**src/rtl/aes_word_loader.sv**
```systemverilog
// -----------------------------------------------------------------------------
// aes_word_loader
//
// Streams a 128-bit key and a 128-bit plaintext block into an external aes_128
// core as 32-bit words, waits a fixed core latency, then streams the 128-bit
// ciphertext back out as four 32-bit words. A block may reuse the previously
// stored key (key_keep=1 on its first word), in which case only the four state
// words are accepted.
//
// Ports
//   clk         in   single clock, rising edge
//   reset       in   asynchronous, active-low reset
//   key_keep    in   sampled with the first word of a block: 1 = reuse key
//   in_valid    in   in_data carries a word
//   in_ready    out  loader accepts a word this cycle
//   in_data     in   32-bit word; key words then state words, MS word first
//   core_state  out  registered 128-bit state to the core
//   core_key    out  registered 128-bit key to the core
//   core_out    in   128-bit ciphertext from the core
//   out_valid   out  out_data holds a ciphertext word
//   out_ready   in   consumer accepts out_data
//   out_data    out  32-bit ciphertext word, MS word first
//   out_last    out  marks the 4th (least-significant) ciphertext word
//   busy        out  high whenever the loader is not idle
// -----------------------------------------------------------------------------
module aes_word_loader #(
   parameter int CORE_LAT = 21,  // cycles from core sampling its inputs to valid core_out
   parameter int CNT_W    = 5    // latency counter width, 2**CNT_W > CORE_LAT
) (
   input  logic         clk,
   input  logic         reset,
   input  logic         key_keep,
   input  logic         in_valid,
   output logic         in_ready,
   input  logic [31:0]  in_data,
   output logic [127:0] core_state,
   output logic [127:0] core_key,
   input  logic [127:0] core_out,
   output logic         out_valid,
   input  logic         out_ready,
   output logic [31:0]  out_data,
   output logic         out_last,
   output logic         busy
);

   typedef enum logic [2:0] {
      IDLE,
      LOAD_KEY,
      LOAD_STATE,
      ISSUE,
      WAIT,
      DRAIN
   } state_e;

   state_e            state_q, state_d;
   logic [1:0]        idx_q,   idx_d;    // word index, shared by load and drain phases
   logic [CNT_W-1:0]  cnt_q,   cnt_d;    // remaining core latency
   logic [127:0]      key_q,   key_d;
   logic [127:0]      st_q,    st_d;
   logic [127:0]      buf_q,   buf_d;    // captured ciphertext

   logic in_fire;
   logic out_fire;

   // Word 0 is the most-significant word (bits 127:96).
   function automatic logic [127:0] word_put(input logic [127:0] v,
                                             input logic [1:0]   i,
                                             input logic [31:0]  w);
      logic [127:0] r;
      r = v;
      case (i)
         2'd0:    r[127:96] = w;
         2'd1:    r[95:64]  = w;
         2'd2:    r[63:32]  = w;
         default: r[31:0]   = w;
      endcase
      return r;
   endfunction

   function automatic logic [31:0] word_get(input logic [127:0] v,
                                            input logic [1:0]   i);
      logic [31:0] r;
      case (i)
         2'd0:    r = v[127:96];
         2'd1:    r = v[95:64];
         2'd2:    r = v[63:32];
         default: r = v[31:0];
      endcase
      return r;
   endfunction

   assign in_fire  = in_valid  & in_ready;
   assign out_fire = out_valid & out_ready;

   // ---------------------------------------------------------------------------
   // State register (FSM state plus the datapath registers it steers)
   // ---------------------------------------------------------------------------
   // NOTE: every register clears on reset, including the 128-bit key, state and
   // ciphertext buffer: a key_keep block issued straight after reset must see an
   // all-zero key, and no stale ciphertext may be visible on out_data.
   always_ff @(posedge clk or negedge reset) begin
      if (!reset) begin
         state_q <= IDLE;
         idx_q   <= '0;
         cnt_q   <= '0;
         key_q   <= '0;
         st_q    <= '0;
         buf_q   <= '0;
      end else begin
         // NOTE: non-blocking assignments so every flop samples pre-edge values.
         state_q <= state_d;
         idx_q   <= idx_d;
         cnt_q   <= cnt_d;
         key_q   <= key_d;
         st_q    <= st_d;
         buf_q   <= buf_d;
      end
   end

   // ---------------------------------------------------------------------------
   // Next-state logic
   // ---------------------------------------------------------------------------
   always_comb begin
      // NOTE: hold-value defaults first, so no path through the case infers a latch.
      state_d = state_q;
      idx_d   = idx_q;
      cnt_d   = cnt_q;
      key_d   = key_q;
      st_d    = st_q;
      buf_d   = buf_q;

      unique case (state_q)
         IDLE: begin
            // key_keep only matters on the first word of a block.
            if (in_fire) begin
               idx_d = 2'd1;
               if (key_keep) begin
                  st_d    = word_put(st_q, 2'd0, in_data);
                  state_d = LOAD_STATE;
               end else begin
                  key_d   = word_put(key_q, 2'd0, in_data);
                  state_d = LOAD_KEY;
               end
            end
         end

         LOAD_KEY: begin
            if (in_fire) begin
               key_d = word_put(key_q, idx_q, in_data);
               idx_d = idx_q + 2'd1;   // wraps to 0 entering LOAD_STATE
               if (idx_q == 2'd3) state_d = LOAD_STATE;
            end
         end

         LOAD_STATE: begin
            if (in_fire) begin
               st_d  = word_put(st_q, idx_q, in_data);
               idx_d = idx_q + 2'd1;   // wraps to 0, ready for DRAIN
               if (idx_q == 2'd3) state_d = ISSUE;
            end
         end

         ISSUE: begin
            // The core samples the complete key/state at the end of this cycle;
            // counting CORE_LAT-1 down to 0 lands the capture CORE_LAT cycles later.
            cnt_d   = CNT_W'(CORE_LAT - 1);
            state_d = WAIT;
         end

         WAIT: begin
            if (cnt_q == '0) begin
               buf_d   = core_out;
               state_d = DRAIN;
            end else begin
               cnt_d = cnt_q - 1'b1;
            end
         end

         DRAIN: begin
            if (out_fire) begin
               idx_d = idx_q + 2'd1;
               if (idx_q == 2'd3) state_d = IDLE;
            end
         end

         default: state_d = IDLE;
      endcase
   end

   // ---------------------------------------------------------------------------
   // Output logic
   // ---------------------------------------------------------------------------
   always_comb begin
      in_ready  = 1'b0;
      out_valid = 1'b0;
      out_last  = 1'b0;
      busy      = 1'b1;

      unique case (state_q)
         IDLE: begin
            // Reset holds the FSM in IDLE; gating keeps in_ready low while it is asserted.
            in_ready = reset;
            busy     = 1'b0;
         end
         LOAD_KEY,
         LOAD_STATE: in_ready = 1'b1;
         DRAIN: begin
            out_valid = 1'b1;
            out_last  = (idx_q == 2'd3);
         end
         default: ;
      endcase
   end

   assign out_data   = word_get(buf_q, idx_q);
   assign core_state = st_q;
   assign core_key   = key_q;

endmodule

```
**config.mk**
```make
export PLATFORM = sky130hd
export DESIGN_NAME = aes_word_loader
export DESIGN_NICKNAME = d
export VERILOG_FILES = /design/src/rtl/aes_word_loader.sv
export SDC_FILE = /design/constraint.sdc
export NUM_CORES = 1
export LEC_CHECK = 0
export BUFFER_PORTS_ARGS = -buffer_cell sky130_fd_sc_hd__clkbuf_2
export CORE_MARGIN = 2
export CORE_UTILIZATION = 40
export CTS_BUF_LIST = sky130_fd_sc_hd__clkbuf_8
export DETAILED_ROUTE_END_ITERATION = 10
export MAX_ROUTING_LAYER = met4
export PLACE_DENSITY = 0.68
export SYNTH_ARGS = -nofsm -noshare
export SYNTH_HDL_FRONTEND = slang
export SYNTH_SLANG_ARGS = --single-unit
```
**constraint.sdc**
```tcl
create_clock -name clk -period 2.31 [get_ports clk]
set_input_delay 0.231 -clock clk [delete_from_list [all_inputs] [get_ports clk]]
set_output_delay 0.231 -clock clk [all_outputs]
set_load 0.01 [all_outputs]
```
[After elaboration in Yosys (flattened, before gate mapping)]
Index checks and enable logic that the tools add are counted.
Cells by class
  $add $sub $neg: 2
  equality and inequality tests: 22
  mux-type cells: 32
  bitwise operators: 4
  reduce and logical (&&, ||, !) cells: 21
Operators by type and width (number)
  two-way mux 128 bit: 5
  case mux 128 bit (2 select lines): 2
  two-way mux 32 bit: 4
  case mux 32 bit (3 select lines): 1
  AND reduction 4 bit: 7
  two-way mux 3 bit: 8
  != test 2 bit, second input constant: 11
  case mux 3 bit (6 select lines): 1
  case mux 5 bit (2 select lines): 1
  AND reduction 5 bit: 2
  two-way mux 2 bit: 4
  AND reduction 8 bit: 1
  == test 3 x 2 -> 1 bit, second input constant: 2
  == test 3 bit, second input constant: 2
  != test 2 x 1 -> 1 bit, second input constant: 3
  case mux 2 bit (3 select lines): 1
  nonzero test 2 bit: 3
  logical NOT 5 bit: 1
  two-way mux 5 bit: 1
  subtractor 5 x 1 -> 5 bit, second input constant: 1
  == test 2 bit, second input constant: 2
  AND reduction 2 bit: 2
  == test 3 x 1 -> 1 bit, second input constant: 1
  logical NOT 3 bit: 1
  10 further kinds: 14
Word-level totals
  register bits: 394
  bits of input ports: 165
  output and inout bits: 292
  word-level logic and storage cells: 93

[Longest topological paths before layout]
  depth in word-level cells: 6
  depth in mapped cells: 9
  gate-level depth less buffers: 6

[Worst setup path after synthesis]
Ideal clock, no wire load.
  path type: flip-flop to flip-flop
  start point: reg idx_q[0]
  end point: reg st_q[100] (netlist: core_state[100])
  setup time: 0.125 ns
  arrival: 1.866 ns
  required time: 2.185 ns
  path slack: 0.319 ns
  cell stages (with the launch flop): 10
  buffers on the path: 3
  clock period less this slack: 1.991 ns
  cell sequence: dfrtp_1 -> inv_1 -> ha_1 -> clkbuf_1 -> nand2_1 -> o21ai_0 -> nor4bb_1 -> clkbuf_1 -> buf_2 -> mux2_2
On the way
  word-level cells in the longest chain between the ends: 3
RTL lines
  from (decl): RTL line 56  | logic [1:0] idx_q, idx_d;
  from (signal assigned): RTL line 112  | idx_q <= idx_d;
  logical NOT 2 bit: RTL line 71  | case (i)
  != test 2 x 1 -> 1 bit (no line)
  AND reduction 5 bit (no line)
  to (signal assigned): RTL line 115  | st_q <= st_d;
  to (decl): RTL line 59  | logic [127:0] st_q, st_d;
No other way between the ends.
A chain may end at the register's enable or synchronous reset.

[Final worst setup path]
  start point: reg idx_q[0]
  end point: out out_data[31]
On the way
  word-level cells in the longest chain between the ends: 2
  elaborated cells between the ends (all ways): 4
  those cells by class: eq/ne (2); mux (1); reduce/logical (1)
RTL lines
  == test 2 bit (tied with other cells): RTL line 83  | case (i)
  case mux 32 bit (3 select lines) *: RTL line 83
  to (decl): RTL line 41  | output logic [31:0] out_data,
Mark *: on every way between the ends. The rest lies on a longest branch, timed or not.

==> metrics.log <==
INFO  metric outcome = complete, but fails checks
INFO  metric failing_checks = negative setup slack
INFO  metric pin_count = 457
INFO  metric area.growth.synth_to_final = 39.7%
INFO  metric finish.net_count = 1857
INFO  metric drt_pass1_iterations = 5
INFO  metric netlist_instances = 1011
INFO  metric max-clock-path-buffers = 3
INFO  metric path_class = flop to primary output
INFO  metric cts_tree = built
INFO  metric synth.largest_area_cell = sky130_fd_sc_hd__dfrtp_1
INFO  metric setup_viol = 32
INFO  metric max_freq = 389 MHz
INFO  metric routed_wl = 48900 um
INFO  metric die_width = 205 um
INFO  metric crit_arrival = 2340 ps
INFO  metric clk_pin_slew = 60 ps
INFO  metric detailedPlacementHpwl = 30800 um
INFO  metric worstSkewPairLatency = 600 ps
INFO  metric cts_sink_cnt = 394
INFO  metric grtUsageTotal = 23.7%
INFO  metric post-route-period-util = 111%
INFO  metric avgRoutedWirePerCell = 21.6 um
INFO  metric drt.antenna.violating_nets = 0
INFO  metric worstPathRequired = 2080 ps
INFO  metric synth.net_count = 1182
INFO  metric cp-end-kind = primary output
INFO  metric hold_violations = 0
INFO  metric post_route_cells_drive_above_1_share = 58.1%
INFO  metric netSwitchingFraction = 33.9%
INFO  metric overflow = 0
INFO  metric place_area = 19200 um2
INFO  metric proportion_of_power_drawn_by_combinational_gates = 39.1%
INFO  metric netlist_top_cells_area = sky130_fd_sc_hd__dfrtp_1, sky130_fd_sc_hd__mux2_2, sky130_fd_sc_hd__mux2_4
INFO  metric max_cap_violations = 0
INFO  metric worst_slack = -264 ps
INFO  metric ctsHtreeMaxLevel = 3
INFO  metric setup_repair_after_global_routing_missed_its_margin = true
INFO  metric via_total_after_detailed_routing = 11400
INFO  metric maximum_vdd_drop = 0.905 mV
INFO  metric total_cts_buffers = 68
INFO  metric maximum_number_of_pins_on_one_net_before_global_route_repair = 142
INFO  metric synth-seq-area-share = 60.9%
INFO  metric sequentialPowerShare = 39.0%
INFO  metric post-route-min-period = 2570 ps
INFO  metric drcViolationCount = 0
INFO  metric post_drt_via_cell_ratio = 5.04
INFO  metric rows = 73
INFO  metric placeableCoreArea = 39800 um2
INFO  metric final_cell_area = 22600 um2
INFO  metric worstSetupStartpointType = flop
INFO  metric power_per_cell_area = 1360 nW/um2
INFO  metric power.internal = 20.3 mW
INFO  metric commonest_non_fill_non_tap_cell_in_the_layout = sky130_fd_sc_hd__clkbuf_2
INFO  metric grt_antenna_before_repair = 1
INFO  metric final-seq-area = 9860 um2
INFO  metric globalplace.congestion = 0.848
INFO  metric min-delay-path-class = input pin to flop
INFO  metric initial_utilization = 40.7%
INFO  metric worstPathMaxFanout = 7
INFO  metric io_buffer_count = 456
INFO  metric max_slew_margin = 46.5%
INFO  metric nFillCells = 3097
INFO  metric drt_iter0_drc = 691
INFO  metric totalNegativeSetupSlack = -3540 ps
INFO  metric vias_in_the_first_global_route = 12200
INFO  metric synth_area = 16200 um2
INFO  metric die-height = 205 um
INFO  metric synth.yosys.warnings = 0
INFO  metric synth.distinct_cells = 40
INFO  metric multi_input_comb_area = 5910 um2
INFO  metric layout.cells.most_common_list = sky130_fd_sc_hd__clkbuf_2, sky130_fd_sc_hd__dfrtp_1, sky130_fd_sc_hd__mux2_2
INFO  metric synth_area_per_cell = 16.0 um2
INFO  metric power.switching = 10.4 mW
INFO  metric floorplan.die_area = 42100 um2
INFO  metric finClkSkew = 28.5 ps
INFO  metric yosys_register_bits = 394
INFO  metric share_clk_of_total_power = 21.9%
INFO  metric final_max_slew_viol_count = 0
INFO  metric grt_pass1_wl = 73100 um
INFO  metric root_buffer = sky130_fd_sc_hd__clkbuf_8
INFO  metric netlist.area_leader.share = 60.9%
INFO  metric worst_pin_slew = 802 ps
INFO  metric power_leakage = 11.6 nW
==> kinds of logic after synthesis <==
group,after synthesis,share of synthesized area [%]
compound gates,49,2.67
mux,419,31.2
fa+ha+maj,6,0.464
xor+xnor,1,0.0541
simple gates,45,1.60
flops,394,60.9
buf+inv,97,3.09
==> cell type report <==
class	instances	share of cell area (%)
flip-flops and latches	394	43.6
multi-input cells	520	26.1
repair buffers	666	20.3
clock buffers	88	5.35
well taps	525	2.90
clock inverters	32	1.13
inverters	36	0.619
diodes	1	0.0111
==> state kept, by name, indices dropped and copies added, names as in the netlist <==
name and cells:
state_q 3, core_key 128, core_state 128, buf_q 128
idx_q 2, cnt_q 5
==> power by group through the flow <==
| stage | Clock (mW) | Sequential, mW | Combinational (mW) |
|---|---|---|---|
| global placement | 0 | 11.8 | 10.8 |
| global route | 7.24 | 12.3 | 12.8 |
| finish | 6.73 | 12.0 | 12.0 |
| CTS | 6.90 | 11.9 | 11.6 |
| floorplan | 0 | 12.5 | 5.58 |
| detailed placement | 0 | 12.0 | 11.1 |
==> stage by stage <==
step	util, %	instances	hold slack, ps	power [mW]	setup WS, ps
floorplan	-	1011	-64.6	18.0	319
global placement	48.2	1962	371	22.6	166
detailed placement	48.2	1962	377	23.0	120
CTS	56.4	2247	1.34	30.4	-173
global route	56.8	2262	34.1	32.4	-325
finish	56.8	2262	44.7	30.7	-264
==> metal layers <==
metal	GRT usage, %	wire length (um)	vias to the layer above
met1	28.6	19700	5746
met3	6.03	3900	105
met2	38.1	23700	531
li1	-	-	5012
met4	9.79	1550	0
met5	-	0	-
==> path summary, 6_finish.rpt <==
check | from | to | slack (ps) | depth (start not counted)
setup reg to reg | cnt_q[0]$_DFFE_PN0P_ | buf_q[70]$_DFFE_PN0P_ | 110 | 6
setup / recovery | idx_q[0]$_DFFE_PN0P_ | out_data[31] | -260 | 6
hold reg to reg | core_key[101]$_DFFE_PN0P_ | core_key[101]$_DFFE_PN0P_ | 490 | 1
min in group asynchronous | reset | core_key[85]$_DFFE_PN0P_ | 360 | 3
max in group asynchronous | reset | core_key[12]$_DFFE_PN0P_ | 790 | 4
hold / removal | in_data[5] | core_key[101]$_DFFE_PN0P_ | 40 | 2
==> synth_stat cells (all sizes together) <==
cell / n
nor3b: 1
nand2b: 3
nand3: 4
and4bb: 1
a311oi: 1
buf: 35
mux2i: 34
and4: 1
nor4bb: 1
and3: 1
ha: 6
nor3: 3
nor2b: 3
dfrtp: 394
inv: 36
nor2: 4
nand2: 15
o32ai: 1
a222oi: 32
mux2: 385
o31ai: 1
o22a: 1
a21oi: 1
o211ai: 1
a211oi: 2
a31oi: 4
or4b: 1
and2: 3
o21ai: 5
or3: 1
xor2: 1
nand4: 3
clkbuf: 26
==> critical path: stages (launching register included) <==
cell and delay (ps):
sky130_fd_sc_hd__dfrtp_2 430, sky130_fd_sc_hd__inv_4 60, sky130_fd_sc_hd__ha_4 210, sky130_fd_sc_hd__buf_12 160
sky130_fd_sc_hd__a222oi_1 480, sky130_fd_sc_hd__mux2i_1 210, sky130_fd_sc_hd__buf_2 190
==> what timing repair did <==
action	4_1_cts	5_1_grt
buffers inserted	3	11
gates cloned	4	3
hold buffers	158	0
hold endpoints to repair	533	0
pin swaps	24	17
endpoints found under the setup margin	32	32
resized for setup	14	18
(Power assumes the default switching activity.)
